**src/rtl/sd_rdport_arbiter.sv**
```systemverilog
// Two-requester read-port arbiter in front of a single-cycle-latency backing store.
// Round-robin between the SD emulator and host loader, with optional lock to keep ownership across a burst.
module sd_rdport_arbiter #(
    parameter int ADDR_W = 64,
    parameter int DATA_W = 8
) (
    input  logic              rdclk,
    input  logic              rst,
    input  logic              r0_valid,
    input  logic [ADDR_W-1:0] r0_addr,
    input  logic              r0_lock,
    input  logic              r1_valid,
    input  logic [ADDR_W-1:0] r1_addr,
    input  logic              r1_lock,
    output logic              r0_ready,
    output logic              r1_ready,
    output logic              r0_rvalid,
    output logic              r1_rvalid,
    output logic [DATA_W-1:0] r0_rdata,
    output logic [DATA_W-1:0] r1_rdata,
    output logic              mem_en,
    output logic [ADDR_W-1:0] mem_addr,
    input  logic [DATA_W-1:0] mem_rdata,
    input  logic              cnt_clr,
    output logic [15:0]       r0_count,
    output logic [15:0]       r1_count
);

    localparam logic [1:0] OWN_NONE = 2'd0;
    localparam logic [1:0] OWN0     = 2'd1;
    localparam logic [1:0] OWN1     = 2'd2;

    logic [1:0]        ownState;
    logic              rrPtr;
    logic              xfer0;
    logic              xfer1;
    logic [ADDR_W-1:0] addrHold;
    logic              pend0;
    logic              pend1;
    logic [DATA_W-1:0] hold0;
    logic [DATA_W-1:0] hold1;

    // A locked owner blocks the other requester even while it is idle; rrPtr=1 favours requester 1.
    always_comb begin
        r0_ready = 1'b0;
        r1_ready = 1'b0;
        if (!rst) begin
            case (ownState)
                OWN0: r0_ready = r0_valid;
                OWN1: r1_ready = r1_valid;
                default: begin
                    if (r0_valid && r1_valid) begin
                        r0_ready = !rrPtr;
                        r1_ready = rrPtr;
                    end else begin
                        r0_ready = r0_valid;
                        r1_ready = r1_valid;
                    end
                end
            endcase
        end
    end

    assign xfer0    = r0_valid & r0_ready;
    assign xfer1    = r1_valid & r1_ready;
    assign mem_en   = xfer0 | xfer1;
    assign mem_addr = xfer0 ? r0_addr : (xfer1 ? r1_addr : addrHold);

    always_ff @(posedge rdclk) begin
        if (rst) begin
            ownState <= OWN_NONE;
            rrPtr    <= 1'b0;
        end else if (xfer0) begin
            ownState <= r0_lock ? OWN0 : OWN_NONE;
            rrPtr    <= 1'b1;
        end else if (xfer1) begin
            ownState <= r1_lock ? OWN1 : OWN_NONE;
            rrPtr    <= 1'b0;
        end
    end

    // Read data passes straight through from the store in the response cycle; reset kills an in-flight response.
    assign r0_rvalid = pend0 & !rst;
    assign r1_rvalid = pend1 & !rst;
    assign r0_rdata  = r0_rvalid ? mem_rdata : hold0;
    assign r1_rdata  = r1_rvalid ? mem_rdata : hold1;

    always_ff @(posedge rdclk) begin
        if (rst) begin
            addrHold <= '0;
            pend0    <= 1'b0;
            pend1    <= 1'b0;
            hold0    <= '0;
            hold1    <= '0;
        end else begin
            addrHold <= mem_addr;
            pend0    <= xfer0;
            pend1    <= xfer1;
            hold0    <= r0_rdata;
            hold1    <= r1_rdata;
        end
    end

    always_ff @(posedge rdclk) begin
        if (rst || cnt_clr) begin
            r0_count <= '0;
            r1_count <= '0;
        end else begin
            if (xfer0 && (r0_count != 16'hFFFF)) r0_count <= r0_count + 16'd1;
            if (xfer1 && (r1_count != 16'hFFFF)) r1_count <= r1_count + 16'd1;
        end
    end

endmodule

```
**config.mk**
```make
export PLATFORM = sky130hd
export DESIGN_NAME = sd_rdport_arbiter
export DESIGN_NICKNAME = d
export VERILOG_FILES = /design/src/rtl/sd_rdport_arbiter.sv
export SDC_FILE = /design/constraint.sdc
export NUM_CORES = 1
export LEC_CHECK = 0
export ABC_AREA = 1
export CAP_MARGIN = 30
export CORE_ASPECT_RATIO = 1.5
export CORE_UTILIZATION = 48
export CTS_CLUSTER_DIAMETER = 50
export DETAILED_ROUTE_END_ITERATION = 10
export PLACE_DENSITY = 0.87
export REMOVE_ABC_BUFFERS = 1
export SYNTH_ARGS = -nofsm -noshare
export SYNTH_HDL_FRONTEND = slang
export SYNTH_SLANG_ARGS = --single-unit
```
**constraint.sdc**
```tcl
create_clock -name rdclk -period 4.3 [get_ports rdclk]
set_clock_uncertainty 0.15 [all_clocks]
set_input_delay 0.43 -clock rdclk [delete_from_list [all_inputs] [get_ports rdclk]]
set_output_delay 0.43 -clock rdclk [all_outputs]
set_load 0.02 [all_outputs]
```
=== Word-level counts from Yosys, hierarchy flattened ===
Index checks and enable logic that the tools add are counted.

* Word-level logic and storage cells: 43
* Register bits: 117

* Reductions and logical operators: 7
* Add/sub/neg operators: 2
* Eq/ne operators: 4
* Bitwise operators: 5
* Muxes and demuxes: 16

{| class="wikitable"
|+ Operator list
! cell !! number
|-
| $mux W64 || 2
|-
| $add A16 B1 Y16 const B || 2
|-
| $ne A16 B16 Y1 const B || 2
|-
| $mux W8 || 2
|-
| $mux W1 || 7
|-
| $mux W2 || 3
|-
| $and A1 B1 Y1 || 4
|-
| $pmux W1 S2 || 2
|-
| $logic_and A1 B1 Y1 || 3
|-
| $eq A2 B1 Y1 const B || 1
|-
| $eq A2 B2 Y1 const B || 1
|-
| $logic_not A1 Y1 || 2
|-
| $reduce_bool A2 Y1 || 1
|-
| $logic_or A1 B1 Y1 || 1
|-
| $or A1 B1 Y1 || 1
|}

=== Longest topological paths before layout ===
Gate-level depths: netlist of the first run.

* Depth after elaboration: 7
* Mapped depth: 12
* Depth with buffers taken out: 11

=== Worst setup path after synthesis of the first run ===
No wires, ideal clock.

* Kind: in2out
* Start point: input port rst
* End point: output port r0_rdata[0]
* Buffers on the path: 2
* Arrival time: 1.621 ns
* Stages: 5
* Setup slack: 2.099 ns
* Cells stage by stage: buf_6 nor2_1 inv_1 buf_2 a21oi_1

* Cells in the longest elaborated chain, start to end: 3

{| class="wikitable"
|+ RTL lines
! element !! line !! RTL
|-
| start: declaration || 8 || <nowiki>input logic rst,</nowiki>
|-
| $logic_not A1 Y1 || 83 || <nowiki>assign r0_rvalid = pend0 & !rst;</nowiki>
|-
| $and A1 B1 Y1 || 83 ||
|-
| net r0_rvalid || 17 || <nowiki>output logic r0_rvalid,</nowiki>
|-
| $mux W8 || 85 || <nowiki>assign r0_rdata = r0_rvalid ? mem_rdata : hold0;</nowiki>
|-
| end: declaration || 19 || <nowiki>output logic [DATA_W-1:0] r0_rdata,</nowiki>
|}

The timed path passes the listed nets, and every way through them passes these cells.

=== Final worst setup path of the first run ===
* Start point: register ownState[0]
* End point: output port mem_addr[21]

* Cells in the longest elaborated chain, start to end: 6
* Elaborated cells between the ends (all ways): 10

{| class="wikitable"
|+ RTL lines
! element !! line !! RTL
|-
| start: declaration || 33 || <nowiki>logic [1:0] ownState;</nowiki>
|-
| start signal: assignment || 74 || <nowiki>ownState <= r0_lock ? OWN0 : OWN_NONE;</nowiki>
|-
| start signal: assignment || 77 || <nowiki>ownState <= r1_lock ? OWN1 : OWN_NONE;</nowiki>
|-
| $eq A2 B2 Y1 / $eq A2 B1 Y1 (equally long branches) || 48 || <nowiki>case (ownState)</nowiki>
|-
| $pmux W1 S2 || 48 ||
|-
| $mux W1 || 47 || <nowiki>if (!rst) begin</nowiki>
|-
| $and A1 B1 Y1 || 65 || <nowiki>assign xfer1 = r1_valid & r1_ready;</nowiki>
|-
| $mux W64 || 67 || <nowiki>assign mem_addr = xfer0 ? r0_addr : (xfer1 ? r1_addr : addrHold);</nowiki>
|-
| $mux W64 * || 67 ||
|-
| end: declaration || 22 || <nowiki>output logic [ADDR_W-1:0] mem_addr,</nowiki>
|}

Every way passes the cells marked *; elsewhere a longest branch is shown, timed or not.

==> results of run 1 <==
where the power goes:
| part | total [mW] | internal, mW | switching (mW) |
|---|---|---|---|
| sequential | 1.18 | 1.16 | 0.0200 |
| clock | 1.40 | 0.879 | 0.522 |
| combinational | 0.904 | 0.418 | 0.486 |
| total | 3.48 | 2.45 | 1.03 |
cell usage in the layout (no fill, tap or decap), types with 5 or more instances in the layout:
master	instances
a211oi_1	16
a21oi_1	96
a21oi_2	10
buf_4	6
clkbuf_16	17
clkdlybuf4s50_1	258
clkinvlp_4	5
dfxtp_1	117
inv_1	185
nand2_1	381
nand3_1	65
nand3_2	20
nand4_1	8
nor2_1	70
o21ai_0	11
xnor2_1	6
cells in the mapped netlist, drive strengths merged:
| master | instances | area share |
|---|---|---|
| ha | 4 | 0.0075 |
| inv | 187 | 0.11 |
| nor3b | 2 | 0.0023 |
| xor2 | 4 | 0.0053 |
| clkbuf | 11 | 0.0062 |
| nor2 | 77 | 0.048 |
| buf | 35 | 0.040 |
| nand3 | 85 | 0.079 |
| dfxtp | 117 | 0.35 |
| o21bai | 2 | 0.0023 |
| a21oi | 106 | 0.085 |
| nand2 | 385 | 0.22 |
| xnor2 | 6 | 0.0079 |
| nand4 | 8 | 0.0075 |
| clkinv | 4 | 0.0023 |
| o21ai | 11 | 0.0083 |
| a211oi | 16 | 0.018 |
| nor3 | 1 | 0.0015 |
cells by family after synthesis:
group | share of synthesized area
AND/OR/NAND/NOR | 0.358
buffers and inverters | 0.154
AO/OA/AOI/OAI | 0.114
flip-flops | 0.352
XOR/XNOR | 0.0132
adder cells (fa/ha/maj) | 0.00753
worst max-delay path, delay by kind of cell, from the launching register on:
| kind | cells | cell delay, ns |
|---|---|---|
| buf+inv | 4 | 1.01 |
| simple gates | 6 | 0.99 |
| flops | 1 | 0.36 |
| fa+ha+maj | 1 | 0.32 |
cell type report:
cell class	count	area [µm²]	area share
antenna	1	2.50	0.000255
clock buffer	19	453	0.0461
clock inverter	12	130	0.0133
inverter	191	717	0.0730
multi-input combinational	707	3280	0.334
sequential	117	2340	0.239
tap	162	203	0.0206
timing repair buffer	267	2690	0.274
final timing paths:
path / end / cells past startpoint / slack (ns) / startpoint
setup / recovery: mem_addr[21] / 11 / 0.62 / ownState[0]
hold / removal: addrHold[1] / 2 / 0.25 / rst
setup reg to reg: addrHold[21] / 10 / 1.87 / ownState[0]
hold reg to reg: hold0[0] / 2 / 0.32 / hold0[0]
metal layers:
layer / vias up / GRT usage / share of wire
met5: - / 0 / 0
met4: 0 / 0.155 / 0.044
met3: 55 / 0.0646 / 0.056
met2: 259 / 0.511 / 0.52
met1: 3244 / 0.302 / 0.38
li1: 3738 / - / -
registers in the layout (all words and copies together) (netlist names):
| signal | flops |
|---|---|
| addrHold | 64 |
| hold0 | 8 |
| hold1 | 8 |
| ownState | 2 |
| pend0 | 1 |
| pend1 | 1 |
| r0_count | 16 |
| r1_count | 16 |
| rrPtr | 1 |
per-stage QoR:
| stage | power (mW) | setup WS, ns | utilization | cell area, µm² | hold slack, ns |
|---|---|---|---|---|---|
| 3_3_place_gp | 2.09 | 0.908 | 0.682 | 9230 | 0.304 |
| 3_5_place_dp | 2.10 | 0.851 | 0.682 | 9230 | 0.304 |
| 4_1_cts | 3.50 | 0.588 | 0.725 | 9820 | 0.228 |
| 2_1_floorplan | 1.64 | 0.918 | - | 6340 | 0.288 |
| 5_1_grt | 3.63 | 0.422 | 0.725 | 9820 | 0.253 |
| 6_report | 3.48 | 0.623 | 0.725 | 9820 | 0.247 |
==> results.md, run 1 <==
* YS warnings at 0
* Port buffer count at 259
* Cells after Synth at 1061
* Worst-Skew Late Latency at 0.41 ns
* Leakage at 4.36 nW
* Inserted Clock Buffers at 17
* Critical-path top delay cell: clkdlybuf4s50_1
* Setup Buffers After CTS at 0
* Non-filler cells, final at 1476
* Wire per inst at 13.7 µm
* Yosys reg bits at 117
* Chip width at 98.1 µm
* Root Driver: clkbuf_16
* Min-delay worst type: in2reg
* CP startpoint kind: flop
* Die ar. at 0.0143 mm²
* Antenna violations before repair at 1
* WL final at 20200 µm
* Post-DP HPWL at 14400 µm
* Slowest cell delay on critical path at 0.57 ns
* Max Freq at 272 MHz
* Final setup vio count at 0
* Starting DRC count in detailed routing at 322
* GRT Residual Overflow at 0
* Sequential fraction of the synthesis area at 0.352
* Mapped cell area at 0.00665 mm²
* Post-CTS Hold Buffers at 0
* Crit Path Max Fanout at 45
* CTS Sinks at 117
* Nets at 1448
* First-pass GRT wire length at 32500 µm
* Fillers at 1060
* Die H at 146 µm
* CP Data Required Time at 3.72 ns
* Fin. Hold Viols at 0
* Clock-pin slew on the worst setup and hold paths at 0.06 ns
* Largest net degree at the start of global routing at 66
* Crit Path Class: reg2out
* Via Count at 7296
* RSZ-0062 raised after global routing: false
* Max-Slew Margin vs Limit at 0.434
* Final worst path period need at 3.68 ns
* Initial Util at 0.491
* DRC violations left at 12
* # rows at 52
* Core area at 0.0135 mm²
* Worst path cell trace: inv_1, ha_1, nand3_2, nor2_2, inv_1, nand2_2, buf_12, nand2_1, nand3_1, nand2_1, clkdlybuf4s50_1
* Tot GR Track Use at 0.283
* Max-cap violation count at 0
* Placed insts at 1444
* Vias in the first global route at 7039
* Slew Viols, Final at 0
* Critical path arrival at 3.10 ns
* Area Growth Syn to Fin at 47.7%
* H-Tree Level Count at 4
* Via-to-Cell Ratio at 4.94
* CTS resizes at 0
* Post-Syn Area per Cell at 6.26 µm²
* IO Count at 260
* Share of layout cells above drive strength 1 at 0.0640
* Slew @ Worst Pin at 0.849 ns
* PD cells at 355 mW/mm²
* Synth unique cells at 27
* Setup TNS at 0 ns
* RD Place Congestion at 0.901
* Failing checks: design-rule violations
* Outcome: finished, violations left
* Post-route ant nets at 0
* Clk buf depth at 2
* CTS tree: done
* Worst vdd ir at 0.000237 V
* Worst setup EP type: primary output
* Drt first pass iters at 8
* Final Cycle Share at 0.855
No activity file was read; power rests on OpenSTA's default activity.
==> inputs of run 2 (changes only) <==
- CAP_MARGIN: 30 -> 20
- SKIP_CTS_REPAIR_TIMING: unset -> 1
==> results of run 2 <==
The final DEF is identical to that of run 1; final timing and power are the same.
==> RTL edit 1, RTL diff (config.mk and constraints of run 1) <==
Take the reset off `addrHold`, `hold0` and `hold1` and load them in a clocked block of their own.
--- a/src/rtl/sd_rdport_arbiter.sv
+++ b/src/rtl/sd_rdport_arbiter.sv
@@ -88,16 +88,16 @@
     always_ff @(posedge rdclk) begin
         if (rst) begin
-            addrHold <= '0;
             pend0    <= 1'b0;
             pend1    <= 1'b0;
-            hold0    <= '0;
-            hold1    <= '0;
         end else begin
-            addrHold <= mem_addr;
             pend0    <= xfer0;
             pend1    <= xfer1;
-            hold0    <= r0_rdata;
-            hold1    <= r1_rdata;
         end
+    end
+
+    always_ff @(posedge rdclk) begin
+        addrHold <= mem_addr;
+        hold0    <= r0_rdata;
+        hold1    <= r1_rdata;
     end
 
Check against the original RTL: differs if rst is asserted again (counterexample within 4 cycles, from zero or initial values and one cycle with rst high); with rst held inactive, the same outputs for 10 cycles.
==> RTL edit 1 against run 1 <==
  * Design area decreased by 12%
  * Worst hold slack improved by 0.055 ns
  * Power is 8.1% higher
  * Cell count down 21%
  * Wire length down 11%
  * Setup slack worse by 0.19 ns
  * Sequential cell count stayed put
  * Synthesized area fell by 19%
==> RTL edit 1: results (changes against run 1) <==
[synthesis]
ys_top_cells_by_count=nand2_1, dfxtp_1, nand3_1, nor2_1, inv_1
synth_cell_types=29  ; +7.4%
synth_fa_ha_area_frac=0.009307  ; +0.001777
ys_top_cells_by_area=dfxtp_1, nand2_1, nand3_1, nand2_2, nor2_1
synth_xor_area_frac=0.01954  ; +0.006366
seq_area_frac_synth=0.4356  ; +0.08314
avgSynthCellArea_um2=7.132  ; +14%
synth_compound_area_frac=0.05514  ; -0.05894

[routing]
post_drt_wl_per_cell_um=15.34  ; +12%
drt_iter0_drc=171  ; -47%
routed_wl_um=17930  ; -11%
drtPass1Iterations=5  ; -3
wl_met3_um=1418  ; +25%
met1_length_um=6531  ; -15%
met2_wirelength_um=9293  ; -12%
routed.top_layer=met5

[placement]
placed_area_um2=7990  ; -13%
dpl.cell_count=1137  ; -21%
hpwl_um=13200  ; -8.4%
gp_congestion=0.9036  ; +0.32%

[power]
ir_drop_mv=0.2888  ; +22%
p_switching_mw=1.114  ; +8.4%

[final_layout]
diodes=0  ; -1
final_nets=1156  ; -20%
fillCellCount=778  ; -27%
fin_util=0.7817  ; +0.05616

[grt]
met3_usage=0.1106  ; +0.04593
track_usage=0.3108  ; +0.02731
grt.met1_usage=0.3032  ; +0.001168
first_global_vias=5696  ; -19%
grt_pass1_wl_um=27590  ; -15%

[sta]
worstMarginPinSlew_ns=0.8123  ; -0.03643 ns
hold_ws_ns=0.3020  ; +0.05459 ns

[critical_path]
cp_data_arrival_time_ns=3.28  ; +0.18 ns
path_max_fanout=35  ; -22%

[run_status]
status=completed

==> RTL edit 1: final cells by class <==
class	instances	area, um^2	share of cell area
Timing Repair Buffer	265	2663	0.3098
Multi-Input combinational cell	559	2615	0.3042
Sequential cell	117	2342	0.2725
Clock buffer	17	425.4	0.04949
Inverter	49	186.4	0.02169
Tap cell	147	183.9	0.02140
Clock inverter	15	180.2	0.02096
==> RTL edit 1: worst paths after layout <==
check | to | slack [ns] | cells after the start
setup / recovery | mem_addr[33] | 0.44 | 11
hold / removal | addrHold[57] | 0.30 | 2
setup reg to reg | r0_count[12] | 1.54 | 11
hold reg to reg | addrHold[57] | 0.30 | 2
==> RTL edit 1: critical path: stages, from the launching register on <==
cell	delay [ns]
dfxtp_1	0.35
inv_1	0.06
ha_1	0.37
nor2_1	0.07
nor2_2	0.15
nand2_4	0.10
nor2_4	0.38
buf_12	0.25
buf_4	0.26
nand2_1	0.10
nand3_1	0.13
clkdlybuf4s50_1	0.64
==> RTL edit 1: kinds of logic (layout without fill, tap and decap cells) <==
kind of cell             Yosys count  after routing
buffers and inverters             78            346
AND/OR/NAND/NOR                  485            485
flip-flops                       117            117
AO/OA/AOI/OAI                     58             58
XOR/XNOR                          12             12
adder cells (fa/ha/maj)            4              4
==> RTL edit 1: power groups by stage <==
stage / combinational [mW] / clock [mW] / sequential (mW)
6_report: 1.01 / 1.44 / 1.31
5_1_grt: 1.08 / 1.52 / 1.32
4_1_cts: 1.02 / 1.47 / 1.31
3_5_place_dp: 1.01 / 0 / 1.33
3_3_place_gp: 0.991 / 0 / 1.32
2_1_floorplan: 0.468 / 0 / 1.32
==> RTL edit 2, RTL diff (flow settings as in run 1) <==
Made on the original files. The parameter `DATA_W` goes from 8 to 6.
--- a/src/rtl/sd_rdport_arbiter.sv
+++ b/src/rtl/sd_rdport_arbiter.sv
@@ -3,5 +3,5 @@
 module sd_rdport_arbiter #(
     parameter int ADDR_W = 64,
-    parameter int DATA_W = 8
+    parameter int DATA_W = 6
 ) (
     input  logic              rdclk,
Interface: changed (resized mem_rdata, r0_rdata and r1_rdata); port bits go from 260 to 254. No check against the original RTL was run, so the function may have changed too.
==> RTL edit 2 against run 1 <==
  * Design area fell by 3.8%
  * Sequential cell count fell by 4
  * Critical path depth fell by 1
  * Largest power group unchanged
  * Global-route usage fell by 0.16 points
  * Die area fell by 5.1%
  * Core utilization rose by 2.2 points
  * Wire length fell by 6.1%
  * Power fell by 0.65%
  * Synthesized area fell by 5.2%
  * Setup slack improved by 0.077 ns
  * Critical endpoint is now mem_addr[33]
  * Highest routed layer unchanged
  * Clock power rose by 4%
==> RTL edit 2: results (changes against run 1) <==
[synthesis]
synth_compound_area_frac=0.1075  ; -0.006612
synth_fa_ha_area_frac=0.007946  ; +0.0004158
ys_top_cells_by_count=nand2_1, inv_1, dfxtp_1, a21oi_1, nand3_1
synth_xor_area_frac=0.01391  ; +0.0007277
synth_cell_types=29  ; +7.4%
ys_ff_latch=113  ; -3.4%
ys_top_cells_by_area=dfxtp_1, nand2_1, inv_1, a21oi_1, nand3_1
synth_warnings=0  ; unchanged
synth_cells=1037  ; -2.3%
seq_area_frac_synth=0.3592  ; +0.006748
synthArstFlopShare=0  ; unchanged

[clocking]
cts-htree-levels=4  ; unchanged
cts.reportedPaths.clkPinSlew_ns=0.06  ; about the same
cts_buffers=17  ; unchanged
cts_setup_buffers=0  ; unchanged

[critical_path]
cp_data_arrival_time_ns=3.02  ; -0.08 ns
reg2reg_to=r0_count[0]
rrSetupSlack_ns=1.59  ; -0.28 ns
path_max_fanout=29  ; -36%

[final_layout]
multi_input_area_um2=3069  ; -6.5%
multi_input_gates=695  ; -1.7%
nClkBuffers=20  ; +1
buffers=260  ; -2.6%
final_nets=1416  ; -2.2%
diodes=0  ; -1
inverters=184  ; -3.7%
fillCellCount=1018  ; -4.0%
register_area_um2=2262  ; -3.4%
buf_share=0.2770  ; +0.003314
clk_share=0.06489  ; +0.005506
finalNonFillerCells=1440  ; -2.4%
seq_area_frac=0.2394  ; +0.0008758
drive_gt1_frac=0.04517  ; -0.01880

[power]
power_frac_seq=0.328  ; -0.010
leakage_nw=4.270  ; -2.2%
p_int_mw=2.461  ; +0.34%
p_clk_frac=0.423  ; +0.021
ir_drop_mv=0.2113  ; -11%
p_seq_mw=1.14  ; -3%

[placement]
hpwl_um=13520  ; -6.2%
numPortBuffers=253  ; -2.3%
post-place-ws_ns=0.9218  ; +0.07067 ns
gp_congestion=0.8809  ; -2.2%
placed_area_um2=8835  ; -4.3%

[routing]
num_vias=7045  ; -3.4%
post_drt_wl_per_cell_um=13.19  ; -3.8%
drtPass1Iterations=5  ; -3

[sta]
hold_ws_ns=0.2671  ; +0.01971 ns

[floorplan]
rows=50  ; -3.8%

[grt]
first_global_vias=6560  ; -6.8%
grt_max_degree=72  ; +9.1%
antenna_found_initial=0  ; -1
grt_pass1_wl_um=29790  ; -8.2%
track_usage=0.2819  ; -0.001590

[run_status]
status=completed

[worst_hold_path]
hold_end=hold0[3]

[RTL edit 2: how the worst max path moves through the flow]
stage	depth (start not counted)	slack, ns	endpoint	startpoint
floorplan	9	1.13	r0_count[0]	ownState[0]
global placement	9	0.95	mem_addr[62]	r0_valid
detailed placement	9	0.92	mem_addr[33]	r0_valid
CTS	10	0.66	mem_addr[33]	ownState[0]
global route	11	0.48	mem_addr[59]	ownState[0]
finish	10	0.70	mem_addr[33]	ownState[0]
[RTL edit 2: worst max-delay path, stage by stage (launching register included)]
cell	delay, ns
dfxtp_1	0.35
inv_1	0.05
ha_1	0.32
inv_2	0.05
a21oi_2	0.14
nand2_2	0.30
inv_2	0.18
buf_4	0.34
nand2_1	0.14
nand2_1	0.10
clkdlybuf4s50_1	0.64
[RTL edit 2: metal layers]
metal  share of wire  global-route usage  up-vias
li1                -                   -     3637
met1            0.38              0.2923     3116
met2            0.52              0.5019      232
met3           0.054             0.06464       60
met4           0.050              0.1728        0
met5               0                   0        -
